## src/rtl/pe_digit_display.sv

```systemverilog
// pe_digit_display: memory-mapped 8-digit hex driver for a common-anode,
// time-multiplexed 7-segment display with digit mask and register read-back.
module pe_digit_display #(
  parameter logic [11:0] ADDR_DATA = 12'h000,
  parameter logic [11:0] ADDR_MASK = 12'h004,
  parameter int unsigned SCAN_DIV  = 20000
) (
  input  logic        clk,
  input  logic        rst,
  input  logic [11:0] addr,
  input  logic        we,
  input  logic [31:0] wdata,
  output logic [31:0] rdata,
  output logic [7:0]  dig_en,
  output logic [7:0]  seg
);

  localparam int CW = (SCAN_DIV > 2) ? $clog2(SCAN_DIV) : 1;
  localparam logic [CW-1:0] CNT_MAX = CW'(SCAN_DIV - 1);

  logic [31:0]   data_q, data_d;
  logic [7:0]    mask_q, mask_d;
  logic [CW-1:0] cnt_q, cnt_d;
  logic [2:0]    idx_q, idx_d;
  logic [7:0]    dig_en_q, dig_en_d;
  logic [7:0]    seg_q, seg_d;
  logic [3:0]    nib;
  logic          wrap;

  function automatic logic [7:0] hex7(input logic [3:0] v);
    hex7 = 8'hFF;
    unique case (v)
      4'h0: hex7 = 8'hC0;
      4'h1: hex7 = 8'hF9;
      4'h2: hex7 = 8'hA4;
      4'h3: hex7 = 8'hB0;
      4'h4: hex7 = 8'h99;
      4'h5: hex7 = 8'h92;
      4'h6: hex7 = 8'h82;
      4'h7: hex7 = 8'hF8;
      4'h8: hex7 = 8'h80;
      4'h9: hex7 = 8'h90;
      4'hA: hex7 = 8'h88;
      4'hB: hex7 = 8'h83;
      4'hC: hex7 = 8'hC6;
      4'hD: hex7 = 8'hA1;
      4'hE: hex7 = 8'h86;
      4'hF: hex7 = 8'h8E;
    endcase
  endfunction

  always_comb begin
    data_d = data_q;
    mask_d = mask_q;
    if (we && addr == ADDR_DATA) data_d = wdata;
    if (we && addr == ADDR_MASK) mask_d = wdata[7:0];
  end

  assign wrap  = (cnt_q == CNT_MAX);
  assign cnt_d = wrap ? '0 : cnt_q + CW'(1);
  assign idx_d = wrap ? idx_q + 3'd1 : idx_q;
  assign nib   = data_q[{idx_q, 2'b00} +: 4];

  // Pins are always derived from the live registers, so writes show up
  // on the very next cycle instead of waiting for the next scan slot.
  always_comb begin
    dig_en_d = 8'hFF;
    seg_d    = 8'hFF;
    if (mask_q[idx_q]) begin
      dig_en_d = ~(8'h01 << idx_q);
      seg_d    = hex7(nib);
    end
  end

  always_ff @(posedge clk or negedge rst) begin
    if (!rst) begin
      data_q   <= 32'h0;
      mask_q   <= 8'hFF;
      cnt_q    <= '0;
      idx_q    <= 3'd0;
      dig_en_q <= 8'hFF;
      seg_q    <= 8'hFF;
    end else begin
      data_q   <= data_d;
      mask_q   <= mask_d;
      cnt_q    <= cnt_d;
      idx_q    <= idx_d;
      dig_en_q <= dig_en_d;
      seg_q    <= seg_d;
    end
  end

  always_comb begin
    rdata = 32'h0;
    if (addr == ADDR_DATA)      rdata = data_q;
    else if (addr == ADDR_MASK) rdata = {24'h0, mask_q};
  end

  assign dig_en = dig_en_q;
  assign seg    = seg_q;

endmodule

```

## config.mk

```make
export PLATFORM = sky130hd
export DESIGN_NAME = pe_digit_display
export DESIGN_NICKNAME = d
export VERILOG_FILES = /design/src/rtl/pe_digit_display.sv
export SDC_FILE = /design/constraint.sdc
export NUM_CORES = 1
export LEC_CHECK = 0
export ABC_AREA = 1
export CAP_MARGIN = 20
export CORE_MARGIN = 2
export CORE_UTILIZATION = 52
export DETAILED_ROUTE_END_ITERATION = 8
export DONT_BUFFER_PORTS = 1
export PLACE_DENSITY = 0.63
export SLEW_MARGIN = 25
export SYNTH_ARGS = -nofsm -noshare
export SYNTH_HDL_FRONTEND = slang
export SYNTH_SLANG_ARGS = --single-unit
```

## constraint.sdc

```tcl
create_clock -name clk -period 1.9 [get_ports clk]
set_clock_uncertainty 0.1 [all_clocks]
set_input_delay 0.19 -clock clk [delete_from_list [all_inputs] [get_ports clk]]
set_output_delay 0.19 -clock clk [all_outputs]
set_load 0.02 [all_outputs]
```

==> results of run 1 <==
==> synthesized netlist by cell type, drive strengths merged <==
cell | number | area share [%]
a21o | 1 | 0.20
a21oi | 33 | 4.3
a31oi | 1 | 0.16
buf | 13 | 2.0
clkbuf | 4 | 0.39
conb | 1 | 0.097
dfrtp | 50 | 33
dfstp | 23 | 16
ha | 13 | 4.2
inv | 68 | 6.6
nand2 | 105 | 11
nand3 | 57 | 7.8
nor2 | 73 | 7.3
nor3 | 3 | 0.39
nor3b | 1 | 0.20
nor4 | 2 | 0.49
o211ai | 1 | 0.20
o21ai | 32 | 4.9
o22ai | 2 | 0.33
xnor2 | 1 | 0.23
xor2 | 4 | 0.91
==> state kept, by name, indices dropped and copies added (netlist names) <==
name	flops
mask_q	8
seg	7
idx_q	3
data_q	32
dig_en	8
cnt_q	15
==> power by group through the flow <==
stage          Clock, mW  Combinational [mW]  Sequential [mW]
2_1_floorplan          0              0.0246             1.59
6_report            1.12              0.0840             1.56
3_5_place_dp           0              0.0283             1.59
5_1_grt             1.24              0.0914             1.56
3_3_place_gp           0              0.0280             1.59
4_1_cts             1.15              0.0831             1.56
==> per-layer routing <==
layer / wire length, um / up-vias
li1: - / 1695
met3: 490 / 24
met5: 0 / -
met1: 3980 / 1613
met2: 4460 / 125
met4: 235 / 0
==> final cells by class <==
type                    count  area, um2  share of cell area, %
flip-flops and latches     73       1860                   38.4
inverters                  68        260                   5.38
repair buffers             87        761                   15.7
clock buffers              11        151                   3.13
well taps                  99        124                   2.56
clock inverters             5       30.0                  0.621
multi-input cells         330       1650                   34.2
==> cell families after synthesis <==
group / count (synthesis) / synth area share (%)
AO/OA/AOI/OAI: 70 / 10.1
XOR/XNOR: 5 / 1.14
adder cells (fa/ha/maj): 13 / 4.23
buffers and inverters: 85 / 9.08
flip-flops: 73 / 48.2
other: 1 / 0.0975
AND/OR/NAND/NOR: 241 / 27.1
==> layout by cell type, fill, tap and decap left out, types with 6 or more instances in the layout <==
master,netlist,routed
a21oi_1,33,33
buf_4,3,45
clkbuf_8,0,11
dfrtp_1,50,49
dfstp_2,23,23
dlygate4sd3_1,0,40
ha_1,13,13
inv_1,63,62
nand2_1,99,97
nand2_2,4,6
nand3_1,54,54
nor2_1,70,70
o21ai_0,12,12
o21ai_1,12,12
o21ai_2,8,8
==> per-stage QoR <==
| step | utilization (%) | hold slack [ps] | setup TNS, ps | total power [mW] | area, um2 |
|---|---|---|---|---|---|
| 2_1_floorplan | - | -206 | 0 | 1.62 | 3850 |
| 3_3_place_gp | 58.3 | -204 | 0 | 1.62 | 4210 |
| 6_report | 67.0 | -578 | 0 | 2.77 | 4830 |
| 3_5_place_dp | 58.3 | -204 | 0 | 1.62 | 4210 |
| 5_1_grt | 67.0 | -598 | -208 | 2.89 | 4830 |
| 4_1_cts | 66.4 | -593 | 0 | 2.80 | 4790 |
==> worst max path at each step <==
stage | from | endpoint | slack, ps
detailed placement | idx_q[0]$_DFFE_PN0N_ | seg[3]$_DFF_PN1_ | 40
floorplan | idx_q[0]$_DFFE_PN0N_ | seg[5]$_DFF_PN1_ | 140
finish | idx_q[0]$_DFFE_PN0N_ | seg[3]$_DFF_PN1_ | 40
CTS | idx_q[0]$_DFFE_PN0N_ | seg[3]$_DFF_PN1_ | 20
global placement | idx_q[0]$_DFFE_PN0N_ | seg[6]$_DFF_PN1_ | 120
global route | idx_q[0]$_DFFE_PN0N_ | seg[5]$_DFF_PN1_ | -70
==> timing repair <==
action                                  4_1_cts  5_1_grt
setup buffers                                 0        3
endpoints found under the hold margin       113       73
resized for setup                             0        9
endpoints found under the setup margin        0       12
==> worst max-delay path, cell delays in order, from the launching register on <==
cell	delay, ps
dfrtp_2	460
buf_6	170
nand2_1	70
nand3_1	70
nand3_1	100
nand2_2	110
buf_4	160
ha_1	310
nand3_1	90
nand3_1	80
nand3_1	90
==> run metrics, run 1 <==
outcome=finished with violations; failing checks=negative hold slack; TritonCTS clock tree=done; DRC viols=0; NumNets Final=between 600 and 700; Period Utilization, post-route=between 90% and 100%; fin cells=between 600 and 700; Cell Pwr Density=~570 mW/mm2; die area=approximately 0.0081 mm2; grt met2 use=between 30 and 40%; n_diodes=0; worst hold path class=primary input to asynchronous set/reset pin; placed insts=614; drt initial violations=around 200; CP Class=register to register; Slew @ Worst Pin=between 600 and 700 ps; HPWL after DPL=approximately 6300 um; Tmin final=roughly 1900 ps; Clock Sinks=73; post-synthesis sequential area ratio=between 40% and 50%; CTS Buf Count=9; synth unique cells=31; GRT met3 Usage=4.69%; crit path max fanout=15; Global Route Usage Sum=24.0%; DR vias/cell=approximately 5.1; number of H-tree levels=3; final setup fails=0; port bufs=0; drt wl/cell=13.6 um; Max VDD drop=around 0.00034 V; final wirelength=9160 um; Avg Cell Area, Syn=7.88 um2; Internal Pwr Total=between 2 and 2.5 mW; Area Overhead vs Synth=25.7%; R2R depth=10; Clock Latency Late Sink=between 300 and 400 ps; Post-Syn Nets=548; Logic pwr share=3.0%; fillers=between 600 and 700; CTS root buf=clkbuf_8; RSZ-0062 raised after global routing=true; GPL Wtd Cong=between 0.8 and 0.9; Die Height=between 90 and 100 um; hold_ws=-578 ps; Switching Share=between 20% and 30%; via count=between 3k and 4k; CTS Hold Bufs=40; cells after synthesis=between 400 and 500; global-route wire length before repair=around 16,000 um; die width=~90 um; Final WS setup=43.5 ps; CP Data Arrival Time=a little over 2000 ps; Pleak=approximately 2.5 nW; max-slew violations=0; CTS clk-pin slew, worst paths=80 ps; Fmax achieved=about 540 MHz; Reg2Reg Launch Point=idx_q[0]$_DFFE_PN0N_; GRT Max-Usage Layer=met2; Final Hold Vio Count=73; initial antenna violation count=0; DP Worst Slack=36.6 ps; critical path required time=between 2000 and 2500 ps; vias in the first global route=between 3k and 4k; Pre-antenna DRT Iters=5; Synth Cell Area=a little under 0.004 mm2; Core Region=roughly 0.007 mm2; layout cells sized above 1=between 20% and 30%; row count=31; met1 usage=31.4%; reg-to-reg slack, setup=between 40 and 50 ps; Setup crit end kind=register; largest net degree at the start of global routing=74; #FFs+latches synth=73; global route overflow=0; P_sw=between 0.6 and 0.7 mW; RR Endpoint=seg[3]$_DFF_PN1_; Clk pwr share=a little over 40%; DRT antenna net count=0; Initial Util=between 50% and 60%; max_slew headroom=between 50% and 60%; I/O pin cnt=between 90 and 100; clk buf depth=2; Synth Warn #=0; Worst Setup Start Kind=register; Seq pwr share=56.5%; max-cap check violation count=0
Note: power is estimated with default switching activity, not from simulation.
==> inputs of run 2 (changes only) <==
--- a/config.mk
+++ b/config.mk
@@ -8,5 +8,5 @@
 export ABC_AREA = 1
 export CAP_MARGIN = 20
-export CORE_MARGIN = 2
+export CORE_MARGIN = 5
 export CORE_UTILIZATION = 52
 export DETAILED_ROUTE_END_ITERATION = 8
==> constraint.sdc (replaced) <==
create_clock -name clk -period 1.9 [get_ports clk]
set_clock_uncertainty 0.1 [all_clocks]
set_input_delay 0.19 -clock clk [delete_from_list [all_inputs] [get_ports clk]]
set_output_delay 0.19 -clock clk [all_outputs]
set_load 0.1 [all_outputs]
==> run 2 against run 1 <==
Against the previous run:
- the flow still finishes with violations (negative hold slack)
- first-iteration DRC count is 8.3% lower
- clock-buffer cell count stayed put
- critical path depth increased by 1
- total power up 11%
- register-to-register slack better by 60 ps
- utilization up 9.9 points
- worst setup slack better by 59 ps
- combinational power increased by 14%
- flip-flop and latch count is the same
- critical path type unchanged
- largest cell class is now multi-input combinational cells
- largest power group unchanged
==> run metrics, run 2 (synthesis results as in run 1) <==
Final Power=3.07 mW (was 2.77 mW); max_slew headroom=66.2% (was 59.7%); max-slew violations=0 (unchanged); final setup fails=0 (unchanged); die area=0.00922 mm2 (was 0.00810 mm2); NumNets Final=628 (was 629); placed insts=615 (was 614); hold_ws=-569 ps (was -578 ps); CTS root buf=clkbuf_8 (unchanged); fillers=497 (was 642); crit-path cells=buf_6, nand2_1, nand3_1, nand3_1, nand2_2, buf_4, ha_1, nand3_1, nand2_1, nand2_1, nand3_1 (was buf_6, nand2_1, nand3_1, nand3_1, nand2_2, buf_4, ha_1, nand3_1, nand3_1, nand3_1); Setup crit end kind=register (unchanged); CTS Buf Count=9 (unchanged); CP Data Arrival Time=1970 ps (was 2060 ps); Reg2Reg Launch Point=idx_q[0]$_DFFE_PN0N_ (unchanged); Area Overhead vs Synth=44.2% (was 25.7%); GPL Wtd Cong=0.875 (was 0.870); DR vias/cell=5.19 (was 5.14); fin cells=672 (was 673); number of H-tree levels=3 (unchanged); Pre-antenna DRT Iters=5 (unchanged); failing checks=negative hold slack (unchanged); global route overflow=0 (unchanged); layout cells sized above 1=26.5% (was 20.2%); drt initial violations=187 (was 204); Final Hold Vio Count=73 (unchanged); n_diodes=0 (unchanged); clk buf depth=2 (unchanged); DP Worst Slack=2.32 ps (was 36.6 ps); Clock Sinks=73 (unchanged); Critical-path top delay cell=dfrtp_2 (unchanged); vias in the first global route=3,457 (was 3,315); critical path required time=2070 ps (was 2100 ps); CTS Hold Bufs=40 (unchanged); commonest non-fill, non-tap cell in the layout=nand2_1 (unchanged); port bufs=0 (unchanged); number of flip-flops in the largest register=32 (unchanged); HPWL after DPL=7030 um (was 6310 um); CTS clk-pin slew, worst paths=70 ps (was 80 ps); largest net degree at the start of global routing=74 (unchanged); Cell Pwr Density=553 mW/mm2 (was 572 mW/mm2); Core Region=0.00721 mm2 (unchanged); Pleak=2.59 nW (was 2.46 nW); initial antenna violation count=0 (unchanged); Largest Register=data_q (unchanged); RR Endpoint=seg[0]$_DFF_PN1_ (was seg[3]$_DFF_PN1_); Final WS setup=103 ps (was 43.5 ps); CP Class=register to register (unchanged); Slew @ Worst Pin=508 ps (was 604 ps); final wirelength=10,100 um (was 9160 um); crit path max fanout=10 (was 15); Fmax achieved=556 MHz (was 539 MHz); Top cell by count, worst path=nand3_1 (unchanged); I/O pin cnt=95 (unchanged); worst hold path class=primary input to asynchronous set/reset pin (unchanged); DRT antenna net count=0 (unchanged); drt wl/cell=15.0 um (was 13.6 um); Max VDD drop=0.000429 V (was 0.000341 V); Clock Latency Late Sink=350 ps (was 360 ps); row count=31 (unchanged); via count=3,486 (was 3,457); global-route wire length before repair=17,000 um (was 15,500 um); Initial Util=53.3% (unchanged); outcome=finished with violations (unchanged); max incr delay on CP=460 ps (about the same); RSZ-0062 raised after global routing=true (unchanged); Die Height=96.0 um (was 90.0 um); largest registers=data_q x32, cnt_q x15 (unchanged); max-cap check violation count=0 (unchanged); Period Utilization, post-route=94.6% (was 97.7%); reg-to-reg slack, setup=100 ps (was 40 ps); TritonCTS clock tree=done (unchanged); DRC viols=0 (unchanged); R2R depth=11 (was 10); most frequent cells in the layout=nand2_1, inv_1, nand3_1 (was nand2_1, nor2_1, inv_1); Global Route Usage Sum=23.9% (was 24.0%); Worst Setup Start Kind=register (unchanged); die width=96.0 um (was 90.0 um); Tmin final=1800 ps (was 1860 ps)
==> run 2: final cells by class <==
class	instances	area, um2	area share [%]
inverter	68	260	4.69
timing repair buffer	86	1160	21.0
tap	99	124	2.23
sequential	73	1860	33.5
multi-input combinational	330	1920	34.5
clock buffer	11	153	2.75
clock inverter	5	76.3	1.38
==> run 2: worst max-delay path by stage <==
stage,startpoint,end,slack [ps],depth (start not counted)
after floorplan,addr[1],rdata[0],-420,3
after global placement,idx_q[0]$_DFFE_PN0N_,seg[5]$_DFF_PN1_,110,11
after detailed placement,idx_q[0]$_DFFE_PN0N_,seg[6]$_DFF_PN1_,2,11
after CTS,idx_q[0]$_DFFE_PN0N_,seg[6]$_DFF_PN1_,70,11
after global routing,idx_q[0]$_DFFE_PN0N_,seg[2]$_DFF_PN1_,-10,10
final,idx_q[0]$_DFFE_PN0N_,seg[0]$_DFF_PN1_,100,11
==> run 2: per-stage QoR <==
stage | area, um2 | setup TNS (ps) | util (%)
after global placement | 4880 | 0 | 67.7
after detailed placement | 4880 | 0 | 67.7
after CTS | 5510 | 0 | 76.4
final | 5550 | 0 | 76.9
after global routing | 5550 | -13.3 | 76.9
after floorplan | 4090 | -4920 | -
==> run 2: timing repair <==
action	4_1_cts	5_1_grt
endpoints found under the hold margin	113	73
buffers inserted	0	1
pin swaps	0	1
resized for setup	1	11
setup endpoints to repair	2	11
==> run 2: worst max-delay path, delay by kind of cell, from the launching register on <==
kind | cells | cell delay (ps)
AND/OR/NAND/NOR | 8 | 650
adder cells (fa/ha/maj) | 1 | 210
flip-flops | 1 | 460
buffers and inverters | 2 | 310
==> run 2: layer usage <==
layer | global-route usage (%) | share of wire, % | vias to the layer above
met5 | 0 | 0 | -
met4 | 8.77 | 2.3 | 0
met3 | 3.99 | 5.5 | 20
met2 | 41.4 | 51 | 117
met1 | 30.0 | 41 | 1650
li1 | - | - | 1699
==> run 2: report_power, final <==
| part | leakage, nW | internal [mW] | switching [mW] |
|---|---|---|---|
| clock | 0.119 | 0.816 | 0.586 |
| combinational | 1.67 | 0.0540 | 0.0418 |
| sequential | 0.798 | 1.56 | 0.00658 |
